==> config.mk <==
export PLATFORM = sky130hd
export DESIGN_NAME = pipeline_ctrl_flat
export DESIGN_NICKNAME = d
export VERILOG_FILES = /design/src/rtl/pipeline_ctrl_pkg.sv /design/src/rtl/pipeline_ctrl_if.sv /design/src/rtl/pipeline_ctrl_hazard_detect.sv /design/src/rtl/pipeline_ctrl.sv /design/src/flat_wrapper.sv
export SDC_FILE = /design/constraint.sdc
export NUM_CORES = 1
export LEC_CHECK = 0
export CORE_MARGIN = 8
export CORE_UTILIZATION = 37
export DETAILED_ROUTE_END_ITERATION = 7
export GPL_ROUTABILITY_DRIVEN = 0
export PLACE_DENSITY_LB_ADDON = 0.12
export SLEW_MARGIN = 30
export SYNTH_ARGS = -nofsm -noshare
export SYNTH_HDL_FRONTEND = slang
export SYNTH_SLANG_ARGS = --single-unit
==> constraint.sdc <==
create_clock -name clk -period 1.7 [get_ports clk]
set_input_delay 0.17 -clock clk [delete_from_list [all_inputs] [get_ports clk]]
set_output_delay 0.17 -clock clk [all_outputs]
set_load 0.005 [all_outputs]
==> src/rtl/pipeline_ctrl_pkg.sv <==
// pipeline_ctrl_pkg: shared pipeline control types and constants
package pipeline_ctrl_pkg;
  typedef enum logic [0:0] {RUN = 1'b0, MEM_WAIT = 1'b1} ctrl_state_e;
  localparam logic [4:0] REG_X0 = 5'd0;
endpackage

==> src/rtl/pipeline_ctrl_if.sv <==
// pipeline_ctrl_if: hazard inputs, data-memory handshake and stage control outputs
interface pipeline_ctrl_if;
  logic [4:0] id_rs1_addr, id_rs2_addr, ex_rd_addr;
  logic       id_rs1_used, id_rs2_used, ex_is_load, ex_redirect;
  logic       mem_req, mem_ack;
  logic       pc_en, if_id_en, id_ex_en, ex_mem_en, mem_wb_en;
  logic       if_id_flush, id_ex_flush, mem_wb_flush, mem_err;
  modport master (
    output id_rs1_addr, id_rs2_addr, ex_rd_addr, id_rs1_used, id_rs2_used,
           ex_is_load, ex_redirect, mem_req, mem_ack,
    input  pc_en, if_id_en, id_ex_en, ex_mem_en, mem_wb_en,
           if_id_flush, id_ex_flush, mem_wb_flush, mem_err
  );
  modport slave (
    input  id_rs1_addr, id_rs2_addr, ex_rd_addr, id_rs1_used, id_rs2_used,
           ex_is_load, ex_redirect, mem_req, mem_ack,
    output pc_en, if_id_en, id_ex_en, ex_mem_en, mem_wb_en,
           if_id_flush, id_ex_flush, mem_wb_flush, mem_err
  );
endinterface

==> src/rtl/pipeline_ctrl_hazard_detect.sv <==
// hazard_detect: combinational load-use comparator between the ID sources and the EX load destination
module hazard_detect
  import pipeline_ctrl_pkg::*;
(
  input  logic [4:0] rs1_addr,
  input  logic [4:0] rs2_addr,
  input  logic       rs1_used,
  input  logic       rs2_used,
  input  logic [4:0] rd_addr,
  input  logic       is_load,
  output logic       load_use
);
  // x0 is hardwired to zero, so a load targeting it never creates a dependency
  always_comb begin
    load_use = is_load && rd_addr != REG_X0 &&
               ((rs1_used && rs1_addr == rd_addr) || (rs2_used && rs2_addr == rd_addr));
  end
endmodule

==> src/rtl/pipeline_ctrl.sv <==
// pipeline_ctrl: stall/flush controller for the 5-stage pipeline; PIPE_CTRL_PERF_EN adds stall_cnt/flush_cnt
module pipeline_ctrl
  import pipeline_ctrl_pkg::*;
#(
  parameter int unsigned MEM_TIMEOUT = 16
) (
  input  logic           clk,
  input  logic           rst_n,
  pipeline_ctrl_if.slave p
`ifdef PIPE_CTRL_PERF_EN
  ,
  output logic [31:0]    stall_cnt,
  output logic [31:0]    flush_cnt
`endif
);
  localparam logic [7:0] TIMEOUT = 8'(MEM_TIMEOUT);
  ctrl_state_e state_q, state_d;
  logic [7:0]  wcnt_q, wcnt_d;
  logic        load_use, timed_out, mem_stall, redirect, lu_stall;

  hazard_detect u_hazard (
    .rs1_addr (p.id_rs1_addr),
    .rs2_addr (p.id_rs2_addr),
    .rs1_used (p.id_rs1_used),
    .rs2_used (p.id_rs2_used),
    .rd_addr  (p.ex_rd_addr),
    .is_load  (p.ex_is_load),
    .load_use (load_use)
  );

  // state and wait counter update on the falling edge, alongside the pipeline registers
  always_ff @(negedge clk or negedge rst_n) begin
    if (!rst_n) begin
      state_q <= RUN;
      wcnt_q  <= '0;
    end else begin
      state_q <= state_d;
      wcnt_q  <= wcnt_d;
    end
  end

  // enter MEM_WAIT on an unacknowledged request; leave on ack or when the wait budget runs out
  always_comb begin
    state_d = state_q;
    wcnt_d  = wcnt_q;
    if (state_q == RUN) begin
      if (p.mem_req && !p.mem_ack) begin
        state_d = MEM_WAIT;
        wcnt_d  = 8'd1;
      end
    end else if (p.mem_ack || timed_out) begin
      state_d = RUN;
      wcnt_d  = '0;
    end else begin
      wcnt_d = wcnt_q + 8'd1;
    end
  end

  // priority: memory stall > redirect > load-use > normal flow; reset freezes and bubbles every stage
  always_comb begin
    timed_out      = state_q == MEM_WAIT && !p.mem_ack && wcnt_q == TIMEOUT;
    mem_stall      = state_q == RUN ? p.mem_req && !p.mem_ack : !p.mem_ack && !timed_out;
    redirect       = !mem_stall && p.ex_redirect;
    lu_stall       = !mem_stall && !p.ex_redirect && load_use;
    p.pc_en        = rst_n && !mem_stall && !lu_stall;
    p.if_id_en     = rst_n && !mem_stall && !lu_stall;
    p.id_ex_en     = rst_n && !mem_stall;
    p.ex_mem_en    = rst_n && !mem_stall;
    p.mem_wb_en    = rst_n;
    p.if_id_flush  = !rst_n || redirect;
    p.id_ex_flush  = !rst_n || redirect || lu_stall;
    p.mem_wb_flush = !rst_n || mem_stall;
    p.mem_err      = rst_n && timed_out;
  end

`ifdef PIPE_CTRL_PERF_EN
  logic [31:0] stall_cnt_q, stall_cnt_d, flush_cnt_q, flush_cnt_d;

  // count frozen-PC cycles and redirect-driven ID/EX bubbles; both wrap naturally
  always_comb begin
    stall_cnt_d = stall_cnt_q + 32'(!p.pc_en);
    flush_cnt_d = flush_cnt_q + 32'(redirect);
  end

  // performance counters sample on the same edge as the pipeline
  always_ff @(negedge clk or negedge rst_n) begin
    if (!rst_n) begin
      stall_cnt_q <= '0;
      flush_cnt_q <= '0;
    end else begin
      stall_cnt_q <= stall_cnt_d;
      flush_cnt_q <= flush_cnt_d;
    end
  end

  assign stall_cnt = stall_cnt_q;
  assign flush_cnt = flush_cnt_q;
`endif
endmodule

==> src/flat_wrapper.sv <==
// flat-port wrapper written by rule: the top's interface ports become plain ports
module pipeline_ctrl_flat import pipeline_ctrl_pkg::*;
#(
  parameter int unsigned MEM_TIMEOUT = 16
)
  (clk, rst_n, p_id_rs1_addr, p_id_rs2_addr, p_ex_rd_addr, p_id_rs1_used, p_id_rs2_used, p_ex_is_load, p_ex_redirect, p_mem_req, p_mem_ack, p_pc_en, p_if_id_en, p_id_ex_en, p_ex_mem_en, p_mem_wb_en, p_if_id_flush, p_id_ex_flush, p_mem_wb_flush, p_mem_err);
  pipeline_ctrl_if p_i ();
  input  logic clk;
  input  logic rst_n;
  input wire logic [$bits(p_i.id_rs1_addr)-1:0] p_id_rs1_addr;
  input wire logic [$bits(p_i.id_rs2_addr)-1:0] p_id_rs2_addr;
  input wire logic [$bits(p_i.ex_rd_addr)-1:0] p_ex_rd_addr;
  input wire logic [$bits(p_i.id_rs1_used)-1:0] p_id_rs1_used;
  input wire logic [$bits(p_i.id_rs2_used)-1:0] p_id_rs2_used;
  input wire logic [$bits(p_i.ex_is_load)-1:0] p_ex_is_load;
  input wire logic [$bits(p_i.ex_redirect)-1:0] p_ex_redirect;
  input wire logic [$bits(p_i.mem_req)-1:0] p_mem_req;
  input wire logic [$bits(p_i.mem_ack)-1:0] p_mem_ack;
  output wire logic [$bits(p_i.pc_en)-1:0] p_pc_en;
  output wire logic [$bits(p_i.if_id_en)-1:0] p_if_id_en;
  output wire logic [$bits(p_i.id_ex_en)-1:0] p_id_ex_en;
  output wire logic [$bits(p_i.ex_mem_en)-1:0] p_ex_mem_en;
  output wire logic [$bits(p_i.mem_wb_en)-1:0] p_mem_wb_en;
  output wire logic [$bits(p_i.if_id_flush)-1:0] p_if_id_flush;
  output wire logic [$bits(p_i.id_ex_flush)-1:0] p_id_ex_flush;
  output wire logic [$bits(p_i.mem_wb_flush)-1:0] p_mem_wb_flush;
  output wire logic [$bits(p_i.mem_err)-1:0] p_mem_err;
  assign p_i.id_rs1_addr = p_id_rs1_addr;
  assign p_i.id_rs2_addr = p_id_rs2_addr;
  assign p_i.ex_rd_addr = p_ex_rd_addr;
  assign p_i.id_rs1_used = p_id_rs1_used;
  assign p_i.id_rs2_used = p_id_rs2_used;
  assign p_i.ex_is_load = p_ex_is_load;
  assign p_i.ex_redirect = p_ex_redirect;
  assign p_i.mem_req = p_mem_req;
  assign p_i.mem_ack = p_mem_ack;
  assign p_pc_en = p_i.pc_en;
  assign p_if_id_en = p_i.if_id_en;
  assign p_id_ex_en = p_i.id_ex_en;
  assign p_ex_mem_en = p_i.ex_mem_en;
  assign p_mem_wb_en = p_i.mem_wb_en;
  assign p_if_id_flush = p_i.if_id_flush;
  assign p_id_ex_flush = p_i.id_ex_flush;
  assign p_mem_wb_flush = p_i.mem_wb_flush;
  assign p_mem_err = p_i.mem_err;
  pipeline_ctrl #(.MEM_TIMEOUT(MEM_TIMEOUT)) u_core (.clk(clk), .rst_n(rst_n), .p(p_i));
endmodule
==> results.sh <==
export IMPL_final_nets=191
export IMPL_cts_tree="built"
export IMPL_hp_class="reg2reg"
export IMPL_io_buffer_count=31
export IMPL_grt_total_usage_pct=16.65
export IMPL_routed_wl_mm=2.784
export IMPL_clock_latency_ns=0.27
export IMPL_syn_area_um2=739.5
export IMPL_power_w=0.0007679
export IMPL_worst_pin_slew_ns=0.3630
export IMPL_path_max_fanout=3
export IMPL_cp_slowest_stage_delay_ns=0.42
export IMPL_antenna_found_initial=0
export IMPL_setup_violations=9
export IMPL_dp_slack_ns=-1.231
export IMPL_drcViolationCount=0
export IMPL_rr_worst_depth=21
export IMPL_fill_cells=125
export IMPL_initial_utilization_pct=38.48
export IMPL_relSlewSlack_pct=75.71
export IMPL_power_density_nw_per_um2=511.5
export IMPL_cp_start_kind="flop"
export IMPL_clk_pin_slew_worst_paths_ns=0.04
export IMPL_place_hpwl_mm=1.890
export IMPL_multi_input_area_um2=549.3
export IMPL_crit_chain="inv_2 -> ha_4 -> and4bb_2 -> and3_4 -> o31ai_4 -> buf_4 -> a21oi_2 -> buf_2"
export IMPL_holdPathEnd="u_core.wcnt_q[0]"
export IMPL_pin_count=32
export IMPL_routedWlPerCell_um=14.50
export IMPL_drv_slew=0
export IMPL_grt_remaining_overflow=0
export IMPL_die_h_um=60.71
export IMPL_arrival_ns=2.70
export IMPL_syn_to_final_growth_pct=103.0
export IMPL_ys_flop_type="dfrtn_1"
export IMPL_clockBufferDepth=2
export IMPL_finalClockSkew_ns=0.001471
export IMPL_drive_above_1_share_pct=48.48
export IMPL_synth_cell_type_count=32
export IMPL_setup_slack_ns=-1.169
export IMPL_cts_buffers=3
export IMPL_grt_pass1_wl_mm=4.554
export IMPL_hp_start="u_core.wcnt_q[0]"
export IMPL_critPathKind="reg2out"
export IMPL_vias=976
export IMPL_via_per_inst=5.083
export IMPL_rsz0062_at_grt="yes"
export IMPL_synth_top_area_cell="dfrtn_1"
export IMPL_synth_top_area_share_pct=30.46
export IMPL_yosys_top_cells_count="xnor2_1 (12), dfrtn_1 (9), inv_1 (7), nand2_1 (7)"
export IMPL_violations="setup timing"
export IMPL_synth_edff_count=0
export IMPL_synth_seq_area_share_pct=30.46
export IMPL_r2r_end="u_core.wcnt_q[1]"
export IMPL_hold_violations=0
export IMPL_cts_num_sinks=9
export IMPL_peakVddDrop_uv=450.5
export IMPL_grt_pass1_vias=987
export IMPL_r2r_slack_ns=-1.14
export IMPL_die_w_um=60.71
export IMPL_async_flop_share_pct=100.0
export IMPL_yosysMostFrequentCell="xnor2_1"
export IMPL_hold_depth=2
export IMPL_endpoint_kind="primary output"
export IMPL_holdWs_ns=0.5245
export IMPL_synth_area_leaders="dfrtn_1 (30%), xnor2_1 (14%), inv_1 (3.6%)"
export IMPL_ys_warn_count=0
export IMPL_outcome="finished with violations"
export IMPL_htreeDepth=1
export IMPL_synthesis_nets=110
export IMPL_seqCellArea_um2=225.2
export IMPL_critPathSlowestCell="dfrtn_1"
export IMPL_avgSynthCellArea_um2=8.700
export IMPL_synthCells=85
export IMPL_postRouteAntennaNets=0
export IMPL_drtPass1Iterations=4
export IMPL_insertedDiodeCount=0
export IMPL_dieArea_um2=3685
export IMPL_core_um2=1922
export IMPL_max_cap_violations=0
export IMPL_leakagePower_nw=0.6826
export IMPL_crit_required_ns=1.53
export IMPL_r2r_start="u_core.wcnt_q[1]"
export IMPL_rows=16
export IMPL_cts_root_buf="clkbuf_4"
export IMPL_grt_max_degree=12
export IMPL_drt_initial_drc_count=30
export IMPL_synth_seq_cells=9
-- power by group --
part | internal [W] | switching (W)
clock | 0.0000902 | 0.0000706
sequential | 0.000227 | 0.00000813
combinational | 0.000232 | 0.000140
-- worst max path at each step --
stage                      from        endpoint  slack [ns]  cells after the start
3_5_place_dp   u_core.wcnt_q[1]  p_mem_wb_flush       -1.23                      6
4_1_cts        u_core.wcnt_q[0]         p_pc_en       -1.13                      8
6_report       u_core.wcnt_q[1]         p_pc_en       -1.17                      8
3_3_place_gp   u_core.wcnt_q[1]  p_mem_wb_flush       -1.19                      6
2_1_floorplan  u_core.wcnt_q[0]         p_pc_en       -0.89                      7
5_1_grt        u_core.wcnt_q[1]      p_if_id_en       -1.26                      8
-- stage by stage --
stage / util (%) / area [um2] / instances / setup TNS, ns
finish: 78.13 / 1501 / 192 / -10.09
CTS: 76.95 / 1479 / 189 / -9.495
detailed placement: 65.36 / 1256 / 163 / -14.33
floorplan: - / 765.7 / 85 / -5.765
global placement: 65.36 / 1256 / 163 / -13.87
global route: 78.13 / 1501 / 192 / -10.95
-- logic make-up (layout without fill, tap and decap cells) --
group,count (synthesis),in the layout,synth area share (%)
flops,9,9,30.46
fa+ha+maj,2,2,3.384
simple gates,27,27,21.83
xor+xnor,12,12,14.21
buf+inv,10,90,6.599
compound gates,24,24,22.17
mux,1,1,1.354
-- critical path, delay by kind of cell, from the launching register on --
family	cells	cell delay [ns]
compound gates	2	0.28
fa+ha+maj	1	0.15
buf+inv	3	0.33
flops	1	0.42
simple gates	2	0.39
-- cells in the final DEF, fill, tap and decap left out, types with 3 or more instances in the layout --
master            n
clkdlybuf4s50_1  21
inv_1             3
buf_2             7
nor2_1            3
nand3_1           3
inv_2             4
clkbuf_4          3
nand2_1           7
nand4_1           3
buf_6             3
dfrtn_1           9
buf_4            47
a31oi_1           3
a21oi_1           3
o21ai_2           3
xnor2_1          12
-- routing by layer --
metal | global-route usage, % | vias to the layer above | wire length [um]
li1 | - | 469 | -
met1 | 15.78 | 463 | 1006
met2 | 32.43 | 40 | 1560
met3 | 5.297 | 4 | 166
met4 | 5.648 | 0 | 50
met5 | 0 | - | 0
-- sequential cells by signal, summed over array words and instances, names as in the netlist --
signal          count
u_core.state_q      1
u_core.wcnt_q       8
-- area by class of cell --
class / count / area share, %
flip-flops and latches: 9 / 15.00
clock buffers: 4 / 1.750
multi-input cells: 66 / 36.58
repair buffers: 79 / 42.67
well taps: 27 / 2.250
inverters: 7 / 1.750
-- repair_timing --
action	in CTS	in global routing
setup endpoints to repair	17	12
buffers inserted	42	3
hold buffers	0	0
gates resized for setup	55	0
endpoints found under the hold margin	0	0
gates cloned	0	0
pin swaps	7	6
Power figures use the tool's default switching activity.
